## config.mk

```make
export PLATFORM = sky130hd
export DESIGN_NAME = qsys_basic_pio_arbiter
export DESIGN_NICKNAME = d
export VERILOG_FILES = /design/src/rtl/qsys_basic_pio_arbiter.sv
export SDC_FILE = /design/constraint.sdc
export NUM_CORES = 1
export LEC_CHECK = 0
export ABC_CLOCK_PERIOD_IN_PS = 3000
export BUFFER_PORTS_ARGS = -buffer_cell sky130_fd_sc_hd__buf_2
export CAP_MARGIN = 40
export CORE_MARGIN = 2
export CORE_UTILIZATION = 44
export DETAILED_ROUTE_END_ITERATION = 10
export PLACE_DENSITY_LB_ADDON = 0.12
export SLEW_MARGIN = 20
export SYNTH_ARGS = -nofsm -noshare
export SYNTH_HDL_FRONTEND = slang
export SYNTH_SLANG_ARGS = --single-unit
export TNS_END_PERCENT = 100
```

## constraint.sdc

```tcl
create_clock -name i_clk -period 3 [get_ports i_clk]
set_input_delay 0.15 -clock i_clk [delete_from_list [all_inputs] [get_ports i_clk]]
set_output_delay 0.15 -clock i_clk [all_outputs]
set_load 0.005 [all_outputs]
```

## src/rtl/qsys_basic_pio_arbiter.sv

```systemverilog
// Two-master round-robin arbiter in front of a single PIO Avalon-MM slave.
// One access in flight at a time; reads return with an explicit readdatavalid.
`timescale 1ns/1ps
module qsys_basic_pio_arbiter #(
    parameter int ADDR_W = 3,
    parameter int DATA_W = 32
) (
    input  logic              i_clk,
    input  logic              i_reset_n,
    input  logic [ADDR_W-1:0] i_m0_address,
    input  logic              i_m0_read,
    input  logic              i_m0_write,
    input  logic [DATA_W-1:0] i_m0_writedata,
    output logic              o_m0_waitrequest,
    output logic [DATA_W-1:0] o_m0_readdata,
    output logic              o_m0_readdatavalid,
    input  logic [ADDR_W-1:0] i_m1_address,
    input  logic              i_m1_read,
    input  logic              i_m1_write,
    input  logic [DATA_W-1:0] i_m1_writedata,
    output logic              o_m1_waitrequest,
    output logic [DATA_W-1:0] o_m1_readdata,
    output logic              o_m1_readdatavalid,
    output logic [ADDR_W-1:0] o_pio_address,
    output logic              o_pio_chipselect,
    output logic              o_pio_write_n,
    output logic [DATA_W-1:0] o_pio_writedata,
    input  logic [DATA_W-1:0] i_pio_readdata
);

    typedef enum logic [1:0] {
        IDLE,
        ISSUE,
        RDATA
    } state_t;

    state_t r_state;
    state_t w_state_nxt;

    logic r_grant;
    logic r_last_grant;
    logic r_is_write;

    logic w_req0;
    logic w_req1;
    logic w_take;
    logic w_done;
    logic w_grant_nxt;
    logic w_wr_nxt;
    logic w_issue_nxt;

    logic [ADDR_W-1:0] w_addr_sel;
    logic [DATA_W-1:0] w_wdata_sel;

    logic [ADDR_W-1:0] r_pio_address;
    logic [DATA_W-1:0] r_pio_writedata;
    logic              r_pio_chipselect;
    logic              r_pio_write_n;

    logic [DATA_W-1:0] r_m0_readdata;
    logic [DATA_W-1:0] r_m1_readdata;
    logic              r_m0_rvalid;
    logic              r_m1_rvalid;

    assign w_req0 = i_m0_read | i_m0_write;
    assign w_req1 = i_m1_read | i_m1_write;

    assign w_addr_sel  = w_grant_nxt ? i_m1_address : i_m0_address;
    assign w_wdata_sel = w_grant_nxt ? i_m1_writedata : i_m0_writedata;
    assign w_issue_nxt = (w_state_nxt == ISSUE);

    // Next state, round-robin choice and command type of the next access
    always_comb begin
        w_state_nxt = r_state;
        w_take      = 1'b0;
        w_done      = 1'b0;
        w_grant_nxt = r_grant;
        w_wr_nxt    = r_is_write;
        unique case (r_state)
            IDLE: begin
                if (w_req0 | w_req1) begin
                    w_take      = 1'b1;
                    w_state_nxt = ISSUE;
                    if (w_req0 & w_req1) begin
                        w_grant_nxt = ~r_last_grant;
                    end else begin
                        w_grant_nxt = w_req1;
                    end
                    w_wr_nxt = w_grant_nxt ? i_m1_write : i_m0_write;
                end
            end
            ISSUE: begin
                if (r_is_write) begin
                    w_state_nxt = IDLE;
                    w_done      = 1'b1;
                end else begin
                    w_state_nxt = RDATA;
                end
            end
            RDATA: begin
                w_state_nxt = IDLE;
                w_done      = 1'b1;
            end
            default: begin
                w_state_nxt = IDLE;
            end
        endcase
    end

    // State, latched grant/type and fairness pointer
    always_ff @(posedge i_clk) begin
        if (!i_reset_n) begin
            r_state      <= IDLE;
            r_grant      <= 1'b0;
            r_is_write   <= 1'b0;
            r_last_grant <= 1'b1;
        end else begin
            r_state    <= w_state_nxt;
            r_grant    <= w_grant_nxt;
            r_is_write <= w_wr_nxt;
            if (w_done) begin
                r_last_grant <= r_grant;
            end
        end
    end

    // Slave-side command registers; address/data hold after the access
    always_ff @(posedge i_clk) begin
        if (!i_reset_n) begin
            r_pio_address    <= '0;
            r_pio_writedata  <= '0;
            r_pio_chipselect <= 1'b0;
            r_pio_write_n    <= 1'b1;
        end else begin
            r_pio_chipselect <= w_issue_nxt;
            r_pio_write_n    <= ~(w_issue_nxt & w_wr_nxt);
            if (w_take) begin
                r_pio_address   <= w_addr_sel;
                r_pio_writedata <= w_wdata_sel;
            end
        end
    end

    // Read return: capture slave data in RDATA, pulse valid the next cycle
    always_ff @(posedge i_clk) begin
        if (!i_reset_n) begin
            r_m0_readdata <= '0;
            r_m1_readdata <= '0;
            r_m0_rvalid   <= 1'b0;
            r_m1_rvalid   <= 1'b0;
        end else begin
            r_m0_rvalid <= (r_state == RDATA) & ~r_grant;
            r_m1_rvalid <= (r_state == RDATA) & r_grant;
            if ((r_state == RDATA) && !r_grant) begin
                r_m0_readdata <= i_pio_readdata;
            end
            if ((r_state == RDATA) && r_grant) begin
                r_m1_readdata <= i_pio_readdata;
            end
        end
    end

    assign o_m0_waitrequest = ~((r_state == ISSUE) & ~r_grant);
    assign o_m1_waitrequest = ~((r_state == ISSUE) & r_grant);

    assign o_m0_readdata      = r_m0_readdata;
    assign o_m1_readdata      = r_m1_readdata;
    assign o_m0_readdatavalid = r_m0_rvalid;
    assign o_m1_readdatavalid = r_m1_rvalid;

    assign o_pio_address    = r_pio_address;
    assign o_pio_writedata  = r_pio_writedata;
    assign o_pio_chipselect = r_pio_chipselect;
    assign o_pio_write_n    = r_pio_write_n;

endmodule

```

==> flow_metrics.py, run 1 <==
metrics = {
    "grt": {
        "antenna_found_initial": 0,
        "grt_max_degree": 42,
        "grt-ovfl-total": 0,
        "grt_usage": 0.2237,
        "grt_pass1_wl_um": 20310,
        "grt_pass1_vias": 4149,
    },
    "timing": {
        "fin_setup_tns_ns": 0,
        "clock.fmax_mhz": 500.5,
        "final_max_slew_viol_count": 0,
        "tightest_slew_ns": 0.8057,
        "rsz0062_at_grt": "no",
        "hold_viol": 0,
        "final-setup-viol-count": 0,
        "clock_skew_ns": 0.01718,
        "finalCritPeriodShare": 0.6660,
        "timing.final.crit_period_ns": 1.998,
        "timing.slew.headroom": 0.4610,
        "finalWorstSetupSlack_ns": 1.002,
    },
    "synth": {
        "synth_area_per_cell_um2": 8.523,
        "yosysUniqueCellTypes": 32,
        "syn_inst": 536,
        "synth_area_mm2": 0.004568,
        "syn_nets": 647,
        "seq_area_frac_synth": 0.4733,
        "synth_seq_cells": 108,
        "synth_warnings": 0,
    },
    "cells_and_area": {
        "instances_no_fill": 862,
        "seq_area_mm2": 0.002162,
        "drive_gt1_frac": 0.3388,
        "final_cell_mix": "buf_2, nand2_1, dfxtp_1",
        "fin_nets": 832,
        "antennaDiodeCount": 0,
        "final_common_cell": "buf_2",
        "area_delta_synth_final_pct": 27.36,
        "fill_cells": 1007,
        "multiInputGateArea_mm2": 0.002102,
    },
    "drt": {
        "antenna_left": 0,
        "avgViaCountPerCell": 5.333,
        "vias": 4597,
        "wl_per_cell_um": 15.11,
        "firstDrtPassIters": 4,
        "routed_wirelength_um": 13020,
        "drc": 0,
        "first_iter_violations": 309,
    },
    "place": {
        "dp_cells": 846,
        "dp_slack_ns": 1.018,
        "port_buffers": 212,
        "hpwl_um": 9099,
        "gp_congestion": 0.8427,
    },
    "critical_path": {
        "cp-start-kind": "flip-flop",
        "slowest_delay_ns": 0.39,
        "cp_cell_sequence": "inv_1 > ha_1 > buf_4 > o41ai_4 > buf_4 > a41oi_1 > a21oi_1",
        "required_ns": 3.25,
        "cp_max_fo": 40,
        "crit_top_cell": "buf_4",
        "criticalPathCategory": "reg -> reg",
        "cp.arrival_ns": 2.24,
        "cp-end-kind": "flip-flop",
        "crit_path_top_delay_cell": "buf_4",
    },
    "clocking": {
        "clk_latency_ns": 0.37,
        "clkTransAtPathRegs_ns": 0.11,
        "cts_tree": "done",
        "cts.path.max_buffers": 2,
        "clockRootBuffer": "clkbuf_8",
        "numCtsBuffers": 9,
        "htree_levels": 3,
        "clkSinkCount": 108,
        "cts_hold_buf": 0,
        "cts-resized-gates": 0,
        "post_cts_buffers": 0,
    },
    "min_path": {
        "hp-class": "in -> reg",
    },
    "power": {
        "p_per_area_mw_per_mm2": 528.0,
        "p_leak_uw": 0.002503,
        "irDropWorstVdd_v": 0.0002531,
    },
    "floorplanning": {
        "io_pins": 213,
        "fp.dieH_um": 105.9,
        "coreArea_mm2": 0.01018,
        "rows": 37,
        "die_area_mm2": 0.01121,
        "die_w_um": 105.9,
        "initial_core_util": 0.4485,
    },
    "run_status": {
        "status": "completed",
    },
    "job": {
        "maxCapViolCount": 0,
    },
}
-- where the power goes --
group | internal [µW] | leakage (µW) | total, µW | switching, µW
registers | 1530 | 0.000882 | 1580 | 49.7
clock network | 401 | 0.000107 | 918 | 517
logic | 246 | 0.00151 | 577 | 331
-- per-layer routing --
| layer | global-route usage | vias up | wire length, µm |
|---|---|---|---|
| li1 | - | 2254 | - |
| met1 | 0.2978 | 2121 | 5790 |
| met2 | 0.3498 | 206 | 5947 |
| met3 | 0.05518 | 16 | 1080 |
| met4 | 0.08835 | 0 | 205 |
| met5 | 0 | - | 0 |
-- worst max-delay path: cells and delay by family (launching register included) --
| family | cells | cell delay, ns |
|---|---|---|
| compound gates | 3 | 0.58 |
| fa+ha+maj | 1 | 0.17 |
| flops | 1 | 0.34 |
| buf+inv | 3 | 0.78 |
-- Yosys cell counts (all sizes together) --
cell type | count | area share
o41ai | 1 | 0.0060
nor2b | 3 | 0.0041
nand2 | 133 | 0.11
a21boi | 67 | 0.11
nor3b | 1 | 0.0016
o211ai | 1 | 0.0016
o311ai | 1 | 0.0019
dfxtp | 108 | 0.47
inv | 4 | 0.0033
nor4 | 1 | 0.0014
nand2b | 4 | 0.0055
o41a | 1 | 0.0025
a31oi | 1 | 0.0014
a211oi | 2 | 0.0033
ha | 3 | 0.0082
o21ai | 73 | 0.081
o21a | 1 | 0.0016
o22ai | 1 | 0.0014
and3 | 1 | 0.0014
buf | 16 | 0.036
o221ai | 1 | 0.0019
clkbuf | 35 | 0.029
o21bai | 1 | 0.0016
or2 | 1 | 0.0014
a41oi | 35 | 0.067
a21oi | 37 | 0.041
and2 | 3 | 0.0041
-- kinds of logic after synthesis --
group | count (synthesis) | share of synthesized area
AOI/OAI and AO/OA | 223 | 0.3218
adders and majority gates | 3 | 0.008218
buffers and inverters | 55 | 0.06793
DFF | 108 | 0.4733
and+or+nand+nor | 147 | 0.1287
-- per-stage QoR --
step	hold WS, ns	instance area [µm²]	utilization	total power (µW)
5_1_grt	0.01512	5818	0.5713	3236
4_1_cts	0.002209	5818	0.5713	3105
3_5_place_dp	0.4187	5608	0.5506	2182
6_report	0.02531	5818	0.5713	3072
3_3_place_gp	0.4085	5608	0.5506	2170
2_1_floorplan	0.2949	4568	-	1955
-- cell type report --
type / count / share of cell area
Clock buffer: 9 / 0.02129
Clock inverter: 7 / 0.01484
Inverter: 4 / 0.002581
Multi-Input combinational cell: 373 / 0.3613
Sequential cell: 108 / 0.3716
Tap cell: 136 / 0.02925
Timing Repair Buffer: 225 / 0.1991
-- final timing paths --
check | endpoint | from | slack (ns) | depth (start not counted)
max | o_pio_writedata[1] | r_state[0] | 1.00 | 7
min | o_m1_readdata[26] | i_pio_readdata[26] | 0.03 | 3
min reg2reg | o_m1_readdata[2] | o_m1_readdata[2] | 0.46 | 2
max reg2reg | o_pio_writedata[1] | r_state[0] | 1.00 | 7
-- flip-flops by register name (all words and copies together) (netlist names) --
signal,flops
r_is_write,1
o_m1_readdata,32
o_pio_chipselect,1
o_m0_readdata,32
o_pio_writedata,32
o_pio_address,3
o_m0_readdatavalid,1
r_grant,1
o_m1_readdatavalid,1
r_state,2
o_pio_write_n,1
r_last_grant,1
Note: power is estimated with default switching activity, not from simulation.
==> run 2, diff against run 1 <==
- ABC_CLOCK_PERIOD_IN_PS: 3000 -> 2000
- clock period: 3 -> 2 ns (I/O delays scaled with it)
==> run 2 against run 1 <==
Flip-flop and latch count stayed put; clock skew shrank 0.0098 ns; total power up 66%; register-to-register slack worse by 0.64 ns; non-clock buffer count is 70 higher; sequential power grew 50%; critical path depth unchanged; critical endpoint is now o_pio_writedata[2]; largest cell class unchanged; highest routed layer unchanged.
==> flow_metrics.py, run 2 (synthesized netlist as in run 1, its figures left out) <==
metrics = {
    "drt": {
        "wl_met3_um": 1107,
        "routed_wirelength_um": 14100,
        "antenna_left": 0,
        "met2_length_um": 6821,
        "vias": 4930,
        "top_layer_used": "met4",
        "drc": 0,
        "firstDrtPassIters": 5,
        "avgViaCountPerCell": 5.290,
        "wl_per_cell_um": 15.12,
        "met1_length_um": 5966,
        "first_iter_violations": 298,
    },
    "cells_and_area": {
        "fin_nets": 902,
        "area_delta_synth_final_pct": 44.40,
        "fill_cells": 908,
        "final_common_cell": "buf_2",
        "fin_area_mm2": 0.006596,
        "drive_gt1_frac": 0.3153,
        "antennaDiodeCount": 0,
        "final_cell_mix": "buf_2, nand2_1, dfxtp_1",
    },
    "place": {
        "post_dp_cell_area_mm2": 0.005674,
        "port_buffers": 212,
        "gp_congestion": 0.7825,
        "hpwl_um": 9116,
    },
    "floorplanning": {
        "die_area_mm2": 0.01121,
        "fp.dieH_um": 105.9,
        "die_w_um": 105.9,
        "io_pins": 213,
        "coreArea_mm2": 0.01018,
        "initial_core_util": 0.4485,
        "rows": 37,
    },
    "grt": {
        "grt_pass1_wl_um": 22500,
        "antenna_found_initial": 0,
        "grt_max_degree": 46,
        "grt_pass1_vias": 4787,
        "grt_usage": 0.2465,
        "grt-ovfl-total": 0,
    },
    "power": {
        "irDropWorstVdd_v": 0.0004084,
        "power_uw": 5112,
        "p_leak_uw": 0.002832,
        "p_per_area_mw_per_mm2": 774.9,
    },
    "clocking": {
        "post_cts_buffers": 0,
        "clkSinkCount": 108,
        "cts-resized-gates": 0,
        "htree_levels": 3,
        "cts.path.max_buffers": 2,
        "clkTransAtPathRegs_ns": 0.10,
        "clockRootBuffer": "clkbuf_8",
        "cts_hold_buf": 65,
        "cts_tree": "done",
        "numCtsBuffers": 9,
        "clk_latency_ns": 0.36,
    },
    "critical_path": {
        "cp_cell_sequence": "inv_1 > ha_1 > o21ai_2 > buf_6 > buf_4 > o21ai_0 > a21oi_1",
        "crit_path_top_delay_cell": "dfxtp_1",
        "cp-start-kind": "flip-flop",
        "cp_max_fo": 17,
        "criticalPathCategory": "reg -> reg",
        "slowest_delay_ns": 0.34,
        "required_ns": 2.25,
        "cp_top_family": "buffers and inverters",
        "cp.arrival_ns": 1.88,
        "worst-path-buf-inv": 3,
        "cp-end-kind": "flip-flop",
    },
    "job": {
        "maxCapViolCount": 0,
    },
    "timing": {
        "timing.slew.headroom": 0.5469,
        "tightest_slew_ns": 0.6796,
        "fin_setup_tns_ns": 0,
        "clock_skew_ns": 0.007431,
        "rsz0062_at_grt": "no",
        "hold_viol": 0,
        "finalCritPeriodShare": 0.8176,
        "hold_ws_ns": 0.03009,
        "final-setup-viol-count": 0,
        "timing.final.crit_period_ns": 1.635,
        "final_max_slew_viol_count": 0,
        "clock.fmax_mhz": 611.5,
    },
    "min_path": {
        "hp-class": "in -> reg",
    },
    "run_status": {
        "status": "completed",
    },
}
-- run 2: metal layers --
| metal | global-route usage | up-vias |
|---|---|---|
| met1 | 0.3059 | 2281 |
| met2 | 0.4175 | 242 |
| met5 | 0 | - |
| met3 | 0.05212 | 19 |
| li1 | - | 2388 |
| met4 | 0.09962 | 0 |
-- run 2: stage by stage --
stage | setup WS, ns | instances | utilization
3_5_place_dp | 0.3914 | 851 | 0.5571
2_1_floorplan | 0.5014 | 536 | -
6_report | 0.3647 | 932 | 0.6477
3_3_place_gp | 0.3761 | 850 | 0.5560
5_1_grt | 0.2188 | 932 | 0.6477
4_1_cts | 0.3727 | 932 | 0.6477
-- run 2: final cells by class --
class	instances	area (µm²)	area share
multi-input cells	373	2102	0.3187
clock inverters	7	147.6	0.02238
repair buffers	295	1876	0.2843
inverters	4	15.01	0.002276
clock buffers	9	123.9	0.01878
flip-flops and latches	108	2162	0.3278
well taps	136	170.2	0.02580
-- run 2: worst paths after layout --
path	endpoint	slack, ns	cells after the start	from
worst max-delay path	o_pio_writedata[2]	0.36	7	r_state[0]
worst min-delay path	o_pio_writedata[15]	0.03	3	i_m0_writedata[15]
worst max register to register	o_pio_writedata[2]	0.36	7	r_state[0]
worst min register to register	o_m1_readdata[23]	0.46	2	o_m1_readdata[23]
-- run 2: tightest hold or removal path, stage by stage --
cell and delay (ns):
buf_2 0.09, o21ai_0 0.08, a21oi_1 0.07
-- run 2: report_power, final --
group	internal, µW	switching (µW)
sequential	2290	76.8
clock	969	764
combinational	479	531
